File: src/rtl/imem_boot_loader.sv
// imem_boot_loader: receives a length-prefixed byte stream, assembles
// little-endian 32-bit words, writes them into instruction memory and keeps
// the core in reset until the whole image has been written.
// Optional feature macro: BOOT_CHECKSUM_EN adds a trailing XOR checksum byte.
module imem_boot_loader #(
   parameter int unsigned ADDR_WIDTH = 8
) (
   input  logic                  clock,
   input  logic                  reset,
   input  logic                  rx_valid,
   input  logic [7:0]            rx_data,
   output logic                  rx_ready,
   output logic                  imem_we,
   output logic [ADDR_WIDTH-1:0] imem_addr,
   output logic [31:0]           imem_wdata,
   output logic                  core_reset,
   output logic                  boot_done,
   output logic                  boot_error
);

   // One extra bit so a full-capacity image does not wrap the index.
   localparam int unsigned IDX_W = ADDR_WIDTH + 1;
   localparam logic [16:0] CAPACITY = 17'(1) << ADDR_WIDTH;

`ifdef BOOT_CHECKSUM_EN
   typedef enum logic [2:0] {
      S_LEN_LO = 3'd0,
      S_LEN_HI = 3'd1,
      S_DATA   = 3'd2,
      S_CHK    = 3'd3,
      S_DONE   = 3'd4,
      S_ERROR  = 3'd5
   } state_t;
`else
   typedef enum logic [2:0] {
      S_LEN_LO = 3'd0,
      S_LEN_HI = 3'd1,
      S_DATA   = 3'd2,
      S_DONE   = 3'd4,
      S_ERROR  = 3'd5
   } state_t;
`endif

   state_t            state;
   state_t            nextState;
   logic              accept;
   logic [7:0]        lenLo;
   logic [15:0]       wordCount;
   logic [15:0]       lenFull;
   logic [1:0]        byteCnt;
   logic [IDX_W-1:0]  wordIdx;
   logic [23:0]       wordBuf;
   logic              lastWord;
   logic              tooLong;
   logic              readyNext;
   logic              weNext;
   logic              coreResetNext;
   logic              doneNext;
   logic              errorNext;
`ifdef BOOT_CHECKSUM_EN
   logic [7:0]        xorAcc;
`endif

   assign accept   = rx_valid & rx_ready;
   assign lenFull  = {rx_data, lenLo};
   assign tooLong  = 17'(lenFull) > CAPACITY;
   assign lastWord = (17'(wordIdx) + 17'd1) == 17'(wordCount);

   // State register.
   always_ff @(posedge clock or posedge reset) begin
      if (reset) begin
         state <= S_LEN_LO;
      end else begin
         state <= nextState;
      end
   end

   // Next-state logic: walk the stream format, divert to ERROR on bad input.
   always_comb begin
      nextState = state;
      case (state)
         S_LEN_LO: begin
            if (accept) nextState = S_LEN_HI;
         end
         S_LEN_HI: begin
            if (accept) begin
               if (tooLong) begin
                  nextState = S_ERROR;
               end else if (lenFull == 16'd0) begin
`ifdef BOOT_CHECKSUM_EN
                  nextState = S_CHK;
`else
                  nextState = S_DONE;
`endif
               end else begin
                  nextState = S_DATA;
               end
            end
         end
         S_DATA: begin
            if (accept && byteCnt == 2'd3 && lastWord) begin
`ifdef BOOT_CHECKSUM_EN
               nextState = S_CHK;
`else
               nextState = S_DONE;
`endif
            end
         end
`ifdef BOOT_CHECKSUM_EN
         S_CHK: begin
            if (accept) nextState = (rx_data == xorAcc) ? S_DONE : S_ERROR;
         end
`endif
         S_DONE:  nextState = S_DONE;
         S_ERROR: nextState = S_ERROR;
         default: nextState = S_ERROR;
      endcase
   end

   // Output decode; values are registered below so every port is a flop.
   always_comb begin
      readyNext     = 1'b0;
      weNext        = 1'b0;
      coreResetNext = 1'b1;
      doneNext      = 1'b0;
      errorNext     = 1'b0;
      case (nextState)
         S_LEN_LO, S_LEN_HI, S_DATA: readyNext = 1'b1;
`ifdef BOOT_CHECKSUM_EN
         S_CHK:                      readyNext = 1'b1;
`endif
         default:                    readyNext = 1'b0;
      endcase
      weNext = (state == S_DATA) && accept && (byteCnt == 2'd3);
      // Release follows the DONE state by one edge, so the last write lands first.
      if (state == S_DONE) begin
         coreResetNext = 1'b0;
         doneNext      = 1'b1;
      end
      errorNext = (state == S_ERROR);
   end

   // Output registers.
   always_ff @(posedge clock or posedge reset) begin
      if (reset) begin
         rx_ready   <= 1'b0;
         imem_we    <= 1'b0;
         imem_addr  <= '0;
         imem_wdata <= '0;
         core_reset <= 1'b1;
         boot_done  <= 1'b0;
         boot_error <= 1'b0;
      end else begin
         rx_ready   <= readyNext;
         imem_we    <= weNext;
         core_reset <= coreResetNext;
         boot_done  <= doneNext;
         boot_error <= errorNext;
         if (weNext) begin
            imem_addr  <= wordIdx[ADDR_WIDTH-1:0];
            imem_wdata <= {rx_data, wordBuf};
         end
      end
   end

   // Length capture, byte/word counters and little-endian word assembly.
   always_ff @(posedge clock or posedge reset) begin
      if (reset) begin
         lenLo     <= '0;
         wordCount <= '0;
         byteCnt   <= '0;
         wordIdx   <= '0;
         wordBuf   <= '0;
      end else if (accept) begin
         case (state)
            S_LEN_LO: lenLo <= rx_data;
            S_LEN_HI: wordCount <= lenFull;
            S_DATA: begin
               byteCnt <= byteCnt + 2'd1;
               // Bytes arrive LSB first; shifting in from the top leaves
               // byte k at bits [8k+7:8k] once three bytes are in.
               wordBuf <= {rx_data, wordBuf[23:8]};
               if (byteCnt == 2'd3) wordIdx <= wordIdx + IDX_W'(1);
            end
            default: ;
         endcase
      end
   end

`ifdef BOOT_CHECKSUM_EN
   // Running XOR over every stream byte that precedes the checksum byte.
   always_ff @(posedge clock or posedge reset) begin
      if (reset) begin
         xorAcc <= '0;
      end else if (accept && state != S_CHK) begin
         xorAcc <= xorAcc ^ rx_data;
      end
   end
`endif

endmodule

File: config.mk
export PLATFORM = sky130hd
export DESIGN_NAME = imem_boot_loader
export DESIGN_NICKNAME = d
export VERILOG_FILES = /design/src/rtl/imem_boot_loader.sv
export SDC_FILE = /design/constraint.sdc
export NUM_CORES = 1
export LEC_CHECK = 0
export ABC_AREA = 1
export CORE_UTILIZATION = 30
export DETAILED_ROUTE_END_ITERATION = 8
export PLACE_DENSITY = 0.53
export SLEW_MARGIN = 20
export SYNTH_ARGS = -nofsm -noshare
export SYNTH_HDL_FRONTEND = slang
export SYNTH_SLANG_ARGS = --single-unit
File: constraint.sdc
create_clock -name clock -period 3.3 [get_ports clock]
set_input_delay 0.66 -clock clock [delete_from_list [all_inputs] [get_ports clock]]
set_output_delay 0.66 -clock clock [all_outputs]
set_load 0.05 [all_outputs]
==> impl_results.md, run 1 <==
* Root buf cell: clkbuf_16
* Pwr dens at around 570 mW/mm^2
* Synth area leaders: dfrtp_1, nand2_1, o21ai_0, inv_1, o21ai_2
* Worst EP required at approximately 2.6 ns
* Port Buf Inserts at 55
* WP buf/inv at 1
* Avg Cell Area, Syn at between 8 and 9 um^2
* Slowest CP cell: clkdlybuf4s50_1
* Yosys cell types at 24
* Sum of routed wire length over all layers at 9764 um
* Fill count at between 1500 and 2000
* CTS Sinks at around 110
* Outcome: finished, final reports clean
* Area Growth Syn to Fin at 22.06%
* Crit path kind: reg -> out
* Routability congestion estimate at roughly 0.76
* Worst path max stage delay at 0.79 ns
* Post-synthesis sequential area ratio at 0.5794
* First-pass GRT wire length at 16740 um
* Top sig layer: met4
* Core area at 0.01515 mm^2
* Synth Cell Area at ~0.0046 mm^2
* Area occupied by registers at 0.002679 mm^2
* PostCTS Resize Cnt at 0
* # rows at 45
* WL met3 at roughly 320 um
* Min setup slack post-route at a little under 1 ns
* Crit Path Max Fanout at 1
* Initial DRC count at approximately 210
* CTS buffer count at 9
* Share of layout cells above drive strength 1 at 0.09739
* Gr usage total at 0.1347
* Critical Path Sink Type: output port
* Hpwl dp at between 6000 and 7000 um
* Pre-CTS setup slack at 0.6598 ns
* Routed Antenna Nets at 0
* Worst slew pin tran at 0.5566 ns
* Post-route clock period utilization at 0.7029
* Placed Area at around 0.0053 mm^2
* H-tree levels at 3
* Crit-path cells: clkdlybuf4s50_1
* Share of the synthesized area in the top cell type at 0.5737
* Gr ovfl total at 0
* Io pins at 56
* Die H at between 100 and 150 um
* TritonRoute pass-1 iters at 4
* DR vias at approximately 3400
* TritonCTS clock tree: done
* Clock Path Buffers at 2
* Arrival @ worst endpoint at 1.66 ns
* Hold Violations, Final at 0
* Mapped Cells at 517
* Fmax at about 430 MHz
* Delay-heaviest family, CP: buffers and inverters
* Worst-skew pair later-pin latency at 0.36 ns
* Max IR drop VDD at about 0.00023 V
* Initial core utilization at 0.3052
* Area of the multi-input gates at between 0.0015 and 0.002 mm^2
* Antenna violations before repair at 0
* Startpoint types: flop
* Die ar. at 0.01591 mm^2
* Clock skew at 0.007464 ns
* Setup TNS at 0 ns
* Vias/cell at 4.413
* Ys Warns at 0
* Post-CTS Setup Inserts at 0
* P_leak at about 2.8 nW
* Vias in the first global route at between 3000 and 4000
* DRT met1 WL at 4940 um
* Clk slew on worst S/H paths at roughly 0.07 ns
* WL per Instance at 12.80 um
* Overall power at between 0.003 and 0.004 W
* RSZ-0062 raised after global routing: no
* Final setup vio count at 0
* Design Area, Final at roughly 0.0056 mm^2
* Worst min path class: reg -> reg
* Worst slew margin at 0.6284
* Diodes inserted at 0
* Drt drc at 0
* Largest net degree at the start of global routing at between 100 and 150
* Max-slew violation total from the final report at 0
* CTS Hold Bufs at 0
* Fin nets at 583
* Routed wl met2 at ~4300 um
* Hold WS at about 0.48 ns
* Top cell type by total area after synthesis: dfrtp_1
* Syn_nets at 530
* Min cycle time layout at between 2 and 2.5 ns
* Max-cap violations at 0
* Die Wd at about 130 um
* Flops & latches, synth at about 110
==> kinds of logic after synthesis <==
family          Yosys count  share of synthesized area
compound gates           92                     0.1212
xor+xnor                  2                   0.003790
fa+ha+maj                 2                   0.005412
buf+inv                  87                    0.08444
flops                   107                     0.5794
simple gates            227                     0.2057
==> state kept, by name, indices dropped and copies added, names as in the netlist <==
| signal | flops |
|---|---|
| core_reset | 1 |
| imem_we | 1 |
| wordCount | 16 |
| imem_addr | 8 |
| byteCnt | 2 |
| imem_wdata | 32 |
| lenLo | 8 |
| wordIdx | 9 |
| rx_ready | 1 |
| boot_done | 1 |
| boot_error | 1 |
| wordBuf | 24 |
| state | 3 |
==> per-layer routing <==
layer  global-route usage  up-vias
li1                     -     1727
met1               0.1907     1573
met2               0.1973       55
met3              0.02167       12
met4              0.07229        0
met5                    0        -
==> path summary, 6_finish.rpt <==
path / slack (ns) / depth (start not counted) / from / endpoint
worst max-delay path: 0.98 / 1 / core_reset / core_reset
worst min-delay path: 0.48 / 2 / imem_wdata[1] / imem_wdata[1]
worst max register to register: 1.37 / 10 / state[1] / imem_wdata[11]
worst min register to register: 0.48 / 2 / imem_wdata[1] / imem_wdata[1]
max in group asynchronous: 2.08 / 3 / reset / imem_wdata[29]
min in group asynchronous: 0.83 / 3 / reset / imem_addr[3]
==> cells in the mapped netlist, drive strengths merged <==
| cell | count |
|---|---|
| ha | 2 |
| xor2 | 2 |
| dfrtp | 106 |
| dfstp | 1 |
| inv | 69 |
| o21ai | 89 |
| nand2 | 174 |
| o21bai | 1 |
| nor3 | 5 |
| nor2 | 19 |
| clkbuf | 9 |
| a21oi | 2 |
| nand4 | 5 |
| nand3 | 19 |
| nand3b | 5 |
| buf | 9 |
==> report_power, final <==
part	leakage (nW)	switching, W	internal [W]
Combinational	1.28	0.000331	0.000192
Clock	0.146	0.000515	0.000566
Sequential	1.36	0.000114	0.00150
Total	2.78	0.000960	0.00225
==> stage by stage <==
stage               utilization  std cells
floorplan                     -        517
global placement         0.3530        747
detailed placement       0.3530        747
CTS                      0.3726        763
global route             0.3726        763
finish                   0.3726        763
==> cells in the final DEF, fill, tap and decap left out <==
| master | count |
|---|---|
| o21ai_2 | 26 |
| clkinv_2 | 1 |
| inv_2 | 2 |
| nor2_2 | 1 |
| nand4_1 | 5 |
| dfstp_2 | 1 |
| nor2_8 | 2 |
| clkbuf_16 | 9 |
| nand3b_1 | 5 |
| nand3_1 | 19 |
| o21ai_1 | 11 |
| buf_12 | 2 |
| o21ai_0 | 52 |
| nand2_1 | 173 |
| xor2_1 | 2 |
| clkbuf_8 | 2 |
| inv_1 | 65 |
| ha_1 | 2 |
| nor2_1 | 16 |
| inv_6 | 1 |
| nor3_1 | 5 |
| dfrtp_1 | 106 |
| clkinvlp_4 | 2 |
| inv_4 | 1 |
| buf_4 | 3 |
| clkdlybuf4s50_1 | 55 |
| a21oi_1 | 2 |
| o21bai_1 | 1 |
| nand2_2 | 1 |
| inv_8 | 2 |
==> area by class of cell <==
cell class                      instances  share of cell area
Multi-Input combinational cell        323              0.2754
Sequential cell                       107              0.4747
Tap cell                              188             0.04169
Clock inverter                          5            0.007761
Clock buffer                           11             0.04479
Inverter                               69             0.04701
Timing Repair Buffer                   60              0.1086
No activity file was read; power rests on OpenSTA's default activity.
==> run 2, diff against run 1 <==
==> constraint.sdc (replaced) <==
create_clock -name clock -period 1.9 [get_ports clock]
set_input_delay 0.38 -clock clock [delete_from_list [all_inputs] [get_ports clock]]
set_output_delay 0.38 -clock clock [all_outputs]
set_load 0.05 [all_outputs]
==> run 2 against run 1 <==
Net effect: combinational power grew 80%; clock-buffer cell count shrank 1; non-clock buffer count grew 18; largest power group unchanged; critical endpoint is now imem_we; sequential power grew 74%.
==> impl_results.md, run 2 (synthesized netlist as in run 1, its figures left out) <==
* Antenna violations before repair at 0
* Max IR drop VDD at approximately 0.00046 V
* Gr ovfl total at 0
* Fmax at around 540 MHz
* Largest net degree at the start of global routing at 37
* Largest regs: imem_wdata (32), wordBuf (24), wordCount (16)
* Routability congestion estimate at approximately 0.75
* DR vias at 3433
* Die ar. at approximately 0.016 mm^2
* PostCTS Resize Cnt at 3
* H-tree levels at 3
* Arrival @ worst endpoint at between 1 and 1.5 ns
* Sequential group share of total power at 0.508
* Crit-path cells: clkdlybuf4s50_1
* Clock skew at 0.01022 ns
* Drt drc at 0
* Worst EP required at between 1.5 and 2 ns
* # rows at 45
* Die H at about 130 um
* Share of layout cells above drive strength 1 at 0.1990
* CTS buffer count at 9
* First-pass GRT wire length at ~17000 um
* Fin nets at about 600
* Slowest CP cell: clkdlybuf4s50_1
* Max-slew violation total from the final report at 0
* Sum of routed wire length over all layers at roughly 10000 um
* Critical Path Sink Type: output port
* Worst slew margin at 0.6635
* CTS Sinks at approximately 110
* Vias in the first global route at ~3400
* Hold Violations, Final at 0
* WL per Instance at around 13 um
* Worst slew pin tran at between 0.5 and 0.6 ns
* Pwr dens at between 900 and 1000 mW/mm^2
* Crit Path Max Fanout at 1
* Initial core utilization at 0.3052
* Area Growth Syn to Fin at 23.76%
* TritonCTS clock tree: done
* Worst-skew pair later-pin latency at around 0.35 ns
* Io pins at between 50 and 60
* Die Wd at between 100 and 150 um
* Root buf cell: clkbuf_16
* Hold WS at just over 0.4 ns
* Final setup vio count at 0
* Outcome: finished, final reports clean
* Int Pwr at around 0.0039 W
* Startpoint types: flop
* Commonest non-fill, non-tap cell in the layout: nand2_1
* Worst min path class: in -> async
* Clock Path Buffers at 2
* Delay-heaviest family, CP: buffers and inverters
* WP buf/inv at 1
* Clk slew on worst S/H paths at 0.07 ns
* Clk network pwr share at 0.322
* Post-CTS Setup Inserts at 0
* Hpwl dp at about 7400 um
* Initial DRC count at ~300
* P_leak at roughly 3 nW
* Gr usage total at 0.1379
* TritonRoute pass-1 iters at 4
* Worst path max stage delay at approximately 0.80 ns
* Post-route clock period utilization at 0.9737
* Crit path kind: reg -> out
* Psw at ~0.0017 W
* Diodes inserted at 0
* Fill count at between 1500 and 2000
* Max-cap violations at 0
* Area of the multi-input gates at approximately 0.0016 mm^2
* Area occupied by registers at 0.002679 mm^2
* Port Buf Inserts at 55
* Routed Antenna Nets at 0
* Largest register FFs at 32
* Min cycle time layout at roughly 1.8 ns
* RSZ-0062 raised after global routing: no
* Overall power at 0.005522 W
* Commonest non-fill, non-tap cells in the layout: nand2_1, dfrtp_1, inv_1
* Sw Ratio at 0.3000
* Core area at 0.01515 mm^2
* CTS Hold Bufs at 0
* Vias/cell at 4.396
* Top reg by flops: imem_wdata
* Gate power share at 0.171
-- run 2: worst paths after layout --
path                                 start             to  cells past startpoint  slack, ns
worst max-delay path               imem_we        imem_we                      1       0.05
worst min-delay path                 reset   imem_addr[2]                      2       0.41
worst max register to register  wordIdx[0]       rx_ready                     12       0.20
worst min register to register  wordBuf[6]  imem_wdata[6]                      2       0.48
max in group asynchronous            reset     core_reset                      3       0.94
min in group clock              wordBuf[6]  imem_wdata[6]                      2       0.48
-- run 2: routing by layer --
layer | share of wire | vias up | track usage
li1 | - | 1767 | -
met1 | 0.51 | 1597 | 0.1918
met2 | 0.43 | 58 | 0.2054
met3 | 0.035 | 11 | 0.02506
met4 | 0.020 | 0 | 0.07016
met5 | 0 | - | 0
-- run 2: final cells by class --
type,count,share of cell area
Clock inverter,6,0.006998
Timing Repair Buffer,78,0.1218
Tap cell,188,0.04111
Clock buffer,10,0.04177
Multi-Input combinational cell,323,0.2738
Inverter,69,0.04636
Sequential cell,107,0.4682
-- run 2: through the flow --
step	instances	TNS, ns	utilization	setup WS, ns	instance area, um^2
final	781	0	0.3778	0.05005	5722
after global routing	781	0	0.3778	0.01102	5722
after floorplan	517	0	-	0.07636	4627
after global placement	765	0	0.3586	0.02033	5431
after detailed placement	765	-0.02050	0.3586	-0.02050	5431
after CTS	781	0	0.3768	0.006698	5707
-- run 2: power by group through the flow --
| stage | Clock (W) | Combinational [W] | Sequential, W |
|---|---|---|---|
| detailed placement | 0 | 0.000957 | 0.00285 |
| finish | 0.00178 | 0.000942 | 0.00280 |
| global placement | 0 | 0.000947 | 0.00283 |
| CTS | 0.00184 | 0.000961 | 0.00281 |
| global route | 0.00193 | 0.00111 | 0.00285 |
| floorplan | 0 | 0.000544 | 0.00292 |
